**config.mk**
```make
export PLATFORM = sky130hd
export DESIGN_NAME = scan_request_assembler
export DESIGN_NICKNAME = d
export VERILOG_FILES = /design/src/rtl/sha3_scan_pkg.sv /design/src/rtl/scan_request_shadow_buffer.sv /design/src/rtl/scan_request_assembler.sv
export SDC_FILE = /design/constraint.sdc
export NUM_CORES = 1
export LEC_CHECK = 0
export BUFFER_PORTS_ARGS = -buffer_cell sky130_fd_sc_hd__buf_2
export CORE_AREA = 2 2 343 345
export DETAILED_ROUTE_END_ITERATION = 6
export DIE_AREA = 0 0 345 347
export PLACE_DENSITY = 0.7
export RECOVER_POWER = 25
export REMOVE_ABC_BUFFERS = 1
export SLEW_MARGIN = 20
export SYNTH_ARGS = -nofsm -noshare
export SYNTH_HDL_FRONTEND = slang
export SYNTH_SLANG_ARGS = --single-unit
export TNS_END_PERCENT = 5
```
**constraint.sdc**
```tcl
create_clock -name clk -period 5.5 [get_ports clk]
set_input_delay 1.1 -clock clk [delete_from_list [all_inputs] [get_ports clk]]
set_output_delay 1.1 -clock clk [all_outputs]
set_load 0.02 [all_outputs]
```
**src/rtl/sha3_scan_pkg.sv**
```systemverilog
// Shared constants, FSM state type and frame-length helper for the SHA3 scan
// request front end.
package sha3_scan_pkg;

    localparam int DEFAULT_WORD_W     = 32;
    localparam int DEFAULT_WORD_COUNT = 24;
    localparam int DEFAULT_THRESH_W   = 64;

    typedef enum logic [1:0] {
        COLLECT = 2'd0,
        PENDING = 2'd1,
        ISSUE   = 2'd2
    } scan_state_e;

    // Beats per frame: template words followed by the threshold words.
    function automatic int calc_beats(input int word_w, input int word_count, input int thresh_w);
        return word_count + (thresh_w / word_w);
    endfunction

endpackage

```
**src/rtl/scan_request_shadow_buffer.sv**
```systemverilog
// Shadow storage for a frame being collected: beat-indexed template writes and
// threshold word-lane insertion (first threshold beat = least significant word).
module scan_request_shadow_buffer
    import sha3_scan_pkg::*;
#(
    parameter int WORD_W     = DEFAULT_WORD_W,
    parameter int WORD_COUNT = DEFAULT_WORD_COUNT,
    parameter int THRESH_W   = DEFAULT_THRESH_W,
    parameter int CNT_W      = 5
) (
    input  logic                clk,
    input  logic                wr_en,
    input  logic [CNT_W-1:0]    wr_idx,
    input  logic [WORD_W-1:0]   wr_data,
    output logic [WORD_W-1:0]   shadow_template [WORD_COUNT],
    output logic [THRESH_W-1:0] shadow_threshold
);

    localparam int TW = THRESH_W / WORD_W;

    logic [WORD_W-1:0]   template_q [WORD_COUNT];
    logic [WORD_W-1:0]   template_d [WORD_COUNT];
    logic [THRESH_W-1:0] threshold_q;
    logic [THRESH_W-1:0] threshold_d;

    always_comb begin
        // NOTE: every always_comb output gets a default before any branch, so no latch is inferred.
        template_d  = template_q;
        threshold_d = threshold_q;
        if (wr_en) begin
            for (int k = 0; k < WORD_COUNT; k++) begin
                if (wr_idx == CNT_W'(k)) begin
                    template_d[k] = wr_data;
                end
            end
            for (int j = 0; j < TW; j++) begin
                if (wr_idx == CNT_W'(WORD_COUNT + j)) begin
                    threshold_d[j*WORD_W +: WORD_W] = wr_data;
                end
            end
        end
    end

    // NOTE: shadow contents are don't-care after reset, so this storage has no reset and stays plain RAM-like flops.
    // NOTE: sequential state uses non-blocking <= so every flop samples pre-edge values.
    always_ff @(posedge clk) begin
        template_q  <= template_d;
        threshold_q <= threshold_d;
    end

    assign shadow_template  = template_q;
    assign shadow_threshold = threshold_q;

endmodule

```
**src/rtl/scan_request_assembler.sv**
```systemverilog
// Serial-to-parallel scan request front end: collects a frame into a shadow buffer and
// issues it with a one-cycle start pulse once the scanner is idle. Optional macro: SCAN_REQ_COUNT_EN.
module scan_request_assembler
    import sha3_scan_pkg::*;
#(
    parameter int WORD_W     = DEFAULT_WORD_W,
    parameter int WORD_COUNT = DEFAULT_WORD_COUNT,
    parameter int THRESH_W   = DEFAULT_THRESH_W
) (
    input  logic                clk,
    input  logic                rst_n,
    input  logic                in_valid,
    input  logic [WORD_W-1:0]   in_data,
    output logic                in_ready,
    input  logic                abort,
    input  logic                scan_busy,
    output logic                start,
    output logic [WORD_W-1:0]   block_template [WORD_COUNT],
    output logic [THRESH_W-1:0] threshold,
    output logic                frame_pending
`ifdef SCAN_REQ_COUNT_EN
    ,
    output logic [15:0]         req_count
`endif
);

    localparam int TW    = THRESH_W / WORD_W;
    localparam int BEATS = calc_beats(WORD_W, WORD_COUNT, THRESH_W);
    localparam int CNT_W = $clog2(BEATS + 1);

    if (TW * WORD_W != THRESH_W) begin : g_bad_thresh_w
        $error("scan_request_assembler: THRESH_W must be a non-zero multiple of WORD_W");
    end
    if (BEATS < 2) begin : g_bad_beats
        $error("scan_request_assembler: a frame needs at least two beats");
    end

    scan_state_e         state_q, state_d;
    logic [CNT_W-1:0]    cnt_q, cnt_d;
    logic                start_q, start_d;
    logic                frame_pending_q, frame_pending_d;
    logic [WORD_W-1:0]   template_q [WORD_COUNT];
    logic [WORD_W-1:0]   template_d [WORD_COUNT];
    logic [THRESH_W-1:0] threshold_q, threshold_d;

    logic                beat_accept;
    logic                shadow_wr_en;
    logic                load_active;
    logic [WORD_W-1:0]   shadow_template [WORD_COUNT];
    logic [THRESH_W-1:0] shadow_threshold;

    assign in_ready     = (state_q == COLLECT);
    assign beat_accept  = in_valid && in_ready;
    // Abort wins over a beat accepted in the same cycle: the beat is never stored.
    assign shadow_wr_en = beat_accept && !abort;

    scan_request_shadow_buffer #(
        .WORD_W     (WORD_W),
        .WORD_COUNT (WORD_COUNT),
        .THRESH_W   (THRESH_W),
        .CNT_W      (CNT_W)
    ) u_shadow (
        .clk              (clk),
        .wr_en            (shadow_wr_en),
        .wr_idx           (cnt_q),
        .wr_data          (in_data),
        .shadow_template  (shadow_template),
        .shadow_threshold (shadow_threshold)
    );

    always_comb begin
        state_d         = state_q;
        cnt_d           = cnt_q;
        start_d         = 1'b0;
        frame_pending_d = frame_pending_q;
        load_active     = 1'b0;
        unique case (state_q)
            COLLECT: begin
                if (abort) begin
                    cnt_d = '0;
                end else if (beat_accept) begin
                    if (cnt_q == CNT_W'(BEATS - 1)) begin
                        cnt_d           = '0;
                        state_d         = PENDING;
                        frame_pending_d = 1'b1;
                    end else begin
                        cnt_d = cnt_q + CNT_W'(1);
                    end
                end
            end
            PENDING: begin
                if (abort) begin
                    state_d         = COLLECT;
                    frame_pending_d = 1'b0;
                end else if (!scan_busy) begin
                    state_d         = ISSUE;
                    start_d         = 1'b1;
                    frame_pending_d = 1'b0;
                    load_active     = 1'b1;
                end
            end
            ISSUE: begin
                // Abort is deliberately ignored here; the issue always completes.
                state_d = COLLECT;
            end
            default: begin
                state_d = COLLECT;
            end
        endcase
    end

    always_comb begin
        template_d  = template_q;
        threshold_d = threshold_q;
        if (load_active) begin
            template_d  = shadow_template;
            threshold_d = shadow_threshold;
        end
    end

    always_ff @(posedge clk or negedge rst_n) begin
        if (!rst_n) begin
            state_q         <= COLLECT;
            cnt_q           <= '0;
            start_q         <= 1'b0;
            frame_pending_q <= 1'b0;
        end else begin
            state_q         <= state_d;
            cnt_q           <= cnt_d;
            start_q         <= start_d;
            frame_pending_q <= frame_pending_d;
        end
    end

    // Active request registers: only ever written on the ISSUE entry edge.
    always_ff @(posedge clk or negedge rst_n) begin
        if (!rst_n) begin
            template_q  <= '{default: '0};
            threshold_q <= '0;
        end else begin
            template_q  <= template_d;
            threshold_q <= threshold_d;
        end
    end

    assign start          = start_q;
    assign frame_pending  = frame_pending_q;
    assign block_template = template_q;
    assign threshold      = threshold_q;

`ifdef SCAN_REQ_COUNT_EN
    logic [15:0] req_count_q, req_count_d;

    always_comb begin
        req_count_d = req_count_q;
        if (load_active) begin
            req_count_d = req_count_q + 16'd1;
        end
    end

    always_ff @(posedge clk or negedge rst_n) begin
        if (!rst_n) begin
            req_count_q <= '0;
        end else begin
            req_count_q <= req_count_d;
        end
    end

    assign req_count = req_count_q;
`endif

endmodule

```
==> results of run 1 <==
cells in the final DEF, fill, tap and decap left out, types with 3 or more instances in the layout:
master	Yosys	routed
dfrtp_1	841	841
buf_2	53	838
edfxtp_1	832	832
mux2_2	532	532
mux2_1	300	300
clkbuf_16	0	164
clkbuf_1	0	84
buf_4	41	43
clkbuf_8	0	29
buf_12	0	29
nor2_4	0	21
clkinv_2	0	19
clkinv_1	0	12
nand2_1	11	11
bufinv_16	0	10
inv_1	7	7
nand3_1	7	7
inv_6	0	6
o21ai_0	5	5
ha_1	5	5
nor3_2	1	4
inv_16	0	4
nor2_1	24	3
power by group through the flow:
stage          logic [W]  registers, W  clock network, W
4_1_cts         0.000724        0.0134            0.0112
6_report        0.000700        0.0134            0.0111
2_1_floorplan   0.000102        0.0137                 0
3_3_place_gp    0.000712        0.0136                 0
3_5_place_dp    0.000722        0.0136                 0
5_1_grt         0.000758        0.0134            0.0118
layer usage:
metal  GRT usage (%)  up-vias  wire length, um
met2            40.2     1110            72700
met1            32.4    15100            60100
met4            9.93        0             5590
li1                -    12000                -
met3            6.47      245            10900
met5               0        -                0
sequential cells by signal, indices dropped and copies added (netlist names):
name,flops
start,1
cnt_q,5
threshold,64
u_shadow.shadow_threshold,64
u_shadow.shadow_template,768
block_template,768
frame_pending,1
state_q,2
layout make-up:
cell class                      count  area [um^2]
Sequential cell                  1673        46000
Tap cell                         1524         1910
Clock buffer                      243         4690
Fill cell                        8453        47200
Multi-Input combinational cell    905         9960
Clock inverter                     56          673
Inverter                            7         26.3
Timing Repair Buffer              945         5230
Antenna cell                        1         2.50
cells by family after synthesis:
logic type | Yosys count
flops | 1673
mux | 832
buf+inv | 101
simple gates | 57
compound gates | 11
fa+ha+maj | 5
through the flow:
step / worst slack (ns) / instance area [um^2] / total power, W / utilization (%) / hold slack (ns)
2_1_floorplan: -30.90 / 55800 / 0.0138 / - / 0.440
3_3_place_gp: 1.48 / 63200 / 0.0143 / 54.6 / 0.440
3_5_place_dp: 1.42 / 63200 / 0.0143 / 54.6 / 0.448
4_1_cts: 2.25 / 68600 / 0.0253 / 59.2 / 0.379
5_1_grt: 1.74 / 68500 / 0.0259 / 59.2 / 0.465
6_report: 2.17 / 68500 / 0.0252 / 59.2 / 0.445
final timing paths:
check,slack (ns),end,depth (start not counted)
max,2.17,block_template[161],2
min,0.44,block_template[565],1
max reg2reg,2.56,u_shadow.shadow_template[552],5
min reg2reg,0.44,block_template[565],1
max in group clk,2.46,u_shadow.shadow_template[552],6
min in group asynchronous,1.20,block_template[615],1
==> impl_metrics.csv, run 1 <==
group,metric,value,unit
clock_network,h-tree-depth,4,
logic_synthesis,synth_commonest_cells,"dfrtp_1 (841), edfxtp_1 (832), mux2_2 (532)",
clock_network,cts.clk_slew.worst_paths,0.06,ns
drt,first_pass_iters,5,
pwr,clockPowerShare,44.1,%
global_route,first_global_vias,29400,
floorplanning,dieWidth,345,um
drt,ant_nets,0,
global_route,grt_use_total,24.9,%
clock_network,cts_max_path_buffers,3,
logic_synthesis,synth.most_common_cell,"dfrtp_1",
worst_setup_path,cp_data_arrival_time,4.08,ns
worst_setup_path,path_class,"input port to asynchronous set/reset pin",
cells_and_area,nets,3736,
pwr,p_leak,31.8,nW
pwr,powerDensity,367,mW/mm^2
logic_synthesis,synth-seq-area-share,81.6,%
logic_synthesis,yosys.area_share.simple,0.488,%
logic_synthesis,yosysWarnings,0,
floorplanning,ios,872,
clock_network,cts_sinks,1673,
timing,hold_violations,0,
worst_setup_path,crit_path_top_delay_cell,"clkbuf_2",
logic_synthesis,synth_area_leaders,"edfxtp_1 (44%), dfrtp_1 (37%), mux2_2 (11%)",
placement,place.gp.congestion,0.799,
clock_network,cts_hold_buffers,0,
logic_synthesis,synth_top_area_cell,"edfxtp_1",
timing,tightest_slew,2.81,ns
floorplanning,core_area,0.116,mm^2
drt,wl_per_cell,27.9,um
logic_synthesis,ys_ff_latch,1673,
run_status,violations,"max-capacitance violations, max-slew violations",
worst_setup_path,critPathBufInv,2,
logic_synthesis,postSynthAreaPerCell,21.1,um^2
flow_run,cap_violations,9,
worst_setup_path,max_stage_delay,1.92,ns
drt,post-route-drc-count,0,
floorplanning,die_h,347,um
min_path,min_from,"u_shadow.shadow_template[565]",
logic_synthesis,syn_inst,2679,
timing,setup_violations,0,
timing,finalCriticalPeriod,3.33,ns
logic_synthesis,synth_edf_count,832,
clock_network,root_buffer,"clkbuf_16",
clock_network,postCtsSetupBuffers,0,
run_status,status,"complete, but fails checks",
timing,relSlewSlack,-87.0,%
logic_synthesis,synth_cell_types,27,
worst_setup_path,r2r-start,"state_q[0]",
cells_and_area,stdcell_count,5354,
drt,vias,28500,
pwr,p_int,0.0199,W
cells_and_area,area_delta_synth_final,21.5,%
global_route,grt_pass1_wl,213000,um
global_route,antenna_found_initial,3,
pwr,peakVddDrop,0.331,mV
logic_synthesis,synth_compound_area_share,0.118,%
worst_setup_path,cp_cell_sequence,"clkbuf_2, buf_4",
floorplanning,row_count,125,
pwr,p_seq_share,53.2,%
pwr,comb_power_share,2.8,%
drt,vias_per_cell,5.31,
logic_synthesis,synth_xor_xnor_area_share,0,%
min_path,hold_class,"flip-flop to flip-flop",
logic_synthesis,synth_top_family_by_area,"multiplexers",
logic_synthesis,synthMuxAreaShare,16.6,%
clock_network,clock_latency,0.76,ns
worst_setup_path,required,6.25,ns
clock_network,cts_tree,"built",
logic_synthesis,synth_ff_type,"dfrtp_1",
timing,fmax,0.300,GHz
worst_setup_path,cp-startpoint,"rst_n",
pwr,switchingPower,0.00528,W
worst_setup_path,critPathLaunchType,"input port",
global_route,grt_max_degree,116,
floorplanning,initial_utilization,48.7,%
timing,rsz0062_at_grt,"no",
logic_synthesis,synth.cell_area,0.0564,mm^2
logic_synthesis,synth_fa_ha_area_share,0.111,%
placement,post-dp-hpwl,95200,um
placement,place_inst,5053,
timing,timing.setup.tns,0,ns
clock_network,postCtsResizedCells,0,
drt,wl,149000,um
logic_synthesis,synthArstFlopShare,50.3,%
worst_setup_path,cp_top_family,"buffers and inverters",
timing,finClkSkew,0.0434,ns
clock_network,numCtsBuffers,162,
drt,drt_iter0_drc,2188,
timing,finalCritPeriodShare,60.5,%
placement,io_buffers,871,
cells_and_area,post_route_cells_drive_above_1_share,44.7,%
worst_setup_path,crit_path_max_fanout,82,
floorplanning,dieArea,0.120,mm^2
worst_setup_path,worstSetupEndpointType,"asynchronous set/reset pin",
global_route,grt_overflow,0,
timing,slew_viol_final,266,
pwr,switching_share,21.0,%
logic_synthesis,synth_top_area_share,44.3,%
Power figures use the tool's default switching activity.
==> run 2, diff against run 1 <==
- ABC_AREA: default -> 1
- CORE_AREA: 2 2 343 345 -> default
- CORE_MARGIN: default -> 1
- CORE_UTILIZATION: default -> 51
- DIE_AREA: 0 0 345 347 -> default
- PLACE_DENSITY: 0.7 -> 0.76
- clock period: 5.5 -> 2.9 ns (I/O delays scaled with it)
==> impl_metrics.csv, run 2 <==
group,metric,value,unit
pwr,peakVddDrop,0.567,mV
placement,place.gp.congestion,0.863,
logic_synthesis,synth_ff_type,"dfrtp_1",
logic_synthesis,ys_ff_latch,1673,
timing,fmax,0.428,GHz
min_path,whs_endpoint,"state_q[0]",
clock_network,root_buffer,"clkbuf_16",
global_route,grt_max_degree,178,
global_route,grt_pass1_wl,230000,um
logic_synthesis,synth_top_area_share,44.0,%
min_path,min_path_cells,4,
run_status,status,"complete, but fails checks",
logic_synthesis,syn_inst,4447,
clock_network,clock_latency,0.76,ns
drt,wl_per_cell,23.0,um
timing,slew_viol_final,812,
worst_setup_path,r2r_cells,7,
logic_synthesis,synth_edf_count,832,
timing,rsz0062_at_grt,"no",
clock_network,numCtsBuffers,161,
min_path,min_from,"abort",
worst_setup_path,worstSetupEndpointType,"asynchronous set/reset pin",
logic_synthesis,synth_top_area_cell,"edfxtp_1",
clock_network,postCtsSetupBuffers,0,
drt,vias,37000,
clock_network,cts_sinks,1673,
timing,setup_violations,0,
floorplanning,ios,872,
timing,finClkSkew,0.0335,ns
timing,timing.setup.tns,0,ns
floorplanning,die_h,336,um
logic_synthesis,synth.cell_area,0.0568,mm^2
drt,vias_per_cell,5.26,
cells_and_area,final_cell_mix,"nand2_1 (2513), dfrtp_1 (841), buf_2 (838), edfxtp_1 (832), clkbuf_16 (168)",
clock_network,cts_tree,"built",
logic_synthesis,synth_xor_xnor_area_share,0.0308,%
min_path,hold_class,"input port to flip-flop",
clock_network,cts_max_path_buffers,3,
logic_synthesis,synth.most_common_cell,"nand2_1",
timing,finalCriticalPeriod,2.34,ns
cells_and_area,post_route_cells_drive_above_1_share,21.8,%
logic_synthesis,yosysWarnings,0,
cells_and_area,nets,5440,
logic_synthesis,postSynthAreaPerCell,12.8,um^2
floorplanning,core_area,0.111,mm^2
timing,relSlewSlack,-50.5,%
clock_network,postCtsResizedCells,0,
worst_setup_path,r2r-end,"u_shadow.shadow_template[732]",
timing,hold_violations,0,
worst_setup_path,path_class,"input port to asynchronous set/reset pin",
logic_synthesis,synthArstFlopShare,50.3,%
logic_synthesis,synth_top_family_by_area,"simple AND/OR/NAND/NOR gates",
drt,drt_iter0_drc,3474,
global_route,grt_overflow,0,
cells_and_area,area_delta_synth_final,21.2,%
drt,post-route-drc-count,0,
timing,finalCritPeriodShare,80.7,%
pwr,p_leak,34.3,nW
drt,wl,161000,um
floorplanning,initial_utilization,51.4,%
drt,first_pass_iters,6,
pwr,powerDensity,677,mW/mm^2
timing,hold_slack,0.256,ns
worst_setup_path,critPathLaunchType,"input port",
placement,io_buffers,871,
logic_synthesis,synth_compound_area_share,0.0595,%
drt,ant_nets,0,
logic_synthesis,synth-seq-area-share,81.0,%
floorplanning,dieArea,0.113,mm^2
global_route,antenna_found_initial,5,
logic_synthesis,synth_fa_ha_area_share,0.110,%
timing,tightest_slew,2.26,ns
clock_network,cts.clk_slew.worst_paths,0.06,ns
worst_setup_path,r2r-start,"state_q[1]",
floorplanning,dieWidth,336,um
worst_setup_path,cp_data_arrival_time,2.95,ns
floorplanning,row_count,122,
global_route,first_global_vias,36200,
logic_synthesis,synthMuxAreaShare,0,%
worst_setup_path,required,3.51,ns
placement,post-dp-hpwl,97200,um
worst_setup_path,r2r_slack,0.79,ns
cells_and_area,final_common_cell,"nand2_1",
worst_setup_path,crit_path_max_fanout,59,
clock_network,h-tree-depth,4,
run_status,violations,"max-capacitance violations, max-slew violations",
flow_run,cap_violations,31,
logic_synthesis,synth_cell_types,21,
logic_synthesis,yosys.area_share.simple,17.0,%
logic_synthesis,synth_area_leaders,"edfxtp_1 (44%), dfrtp_1 (37%), nand2_1 (17%)",
logic_synthesis,synth_commonest_cells,"nand2_1 (2513), dfrtp_1 (841), edfxtp_1 (832)",
global_route,grt_use_total,28.2,%
[run 2: changes by cell type after synthesis, sizes merged, moves of 2 or more]
cell,before,now
clkbuf,0,44
a211oi,2,0
nand4,0,2
nand3,7,9
nor3,6,3
nor4,0,5
buf,94,142
nand2,11,2513
o21ai,6,3
mux2,832,0
inv,7,19
[run 2: metrics by stage]
step	cells	power [W]	worst slack (ns)	cell area [um^2]	utilization, %
finish	7027	0.0466	0.561	68800	62.3
CTS	7025	0.0469	0.644	68900	62.4
detailed placement	6722	0.0263	0.615	63600	57.6
global route	7025	0.0478	0.353	68800	62.3
global placement	6722	0.0262	0.645	63600	57.6
floorplan	4261	0.0256	-22.44	55900	-
[run 2: worst max path at each step]
stage	slack (ns)	cells after the start	end	start
4_1_cts	0.64	3	in_ready	state_q[1]
3_5_place_dp	0.62	8	block_template[140]	scan_busy
6_report	0.56	3	block_template[370]	rst_n
2_1_floorplan	-22.44	3	start	abort
3_3_place_gp	0.64	7	u_shadow.shadow_template[729]	in_valid
5_1_grt	0.35	3	block_template[127]	rst_n
[run 2: power breakdown]
group,internal (W),leakage [nW],switching (W)
Combinational,0.0000731,12.5,0.000638
Sequential,0.0250,19.2,0.0000217
Clock,0.0120,2.60,0.00887
[run 2: kinds of logic (layout without fill, tap and decap cells)]
family	after synthesis	count (layout)
XOR/XNOR	2	2
flip-flops	1673	1673
AND/OR/NAND/NOR	2556	2556
other	0	2
adder cells (fa/ha/maj)	5	5
AO/OA/AOI/OAI	6	6
buffers and inverters	205	1295
[run 2: cell type report]
type                    instances  area [um^2]
clock inverters                63          631
well taps                    1488         1860
clock buffers                 239         4680
fillers                      8107        41700
repair buffers                974         5610
flip-flops and latches       1673        46000
diodes                          2         5.00
inverters                      19         78.8
multi-input cells            2569         9940
[run 2: worst max-delay path, stage by stage]
cell,delay (ns)
dlygate4sd3_1,0.57
buf_8,0.47
clkbuf_2,1.12
[run 2: routing by layer]
metal	vias to the layer above	GRT usage (%)	share of wire, %
met2	1924	45.0	48
met3	474	5.51	8.0
met1	18400	35.4	37
met5	-	0	0.0074
met4	2	18.8	7.0
li1	16200	-	-
[run 2: repair_timing]
| item | CTS | global route |
|---|---|---|
| hold buffers | 1 | 0 |
| hold endpoints to repair | 37 | 0 |
| setup endpoints to repair | 0 | 0 |
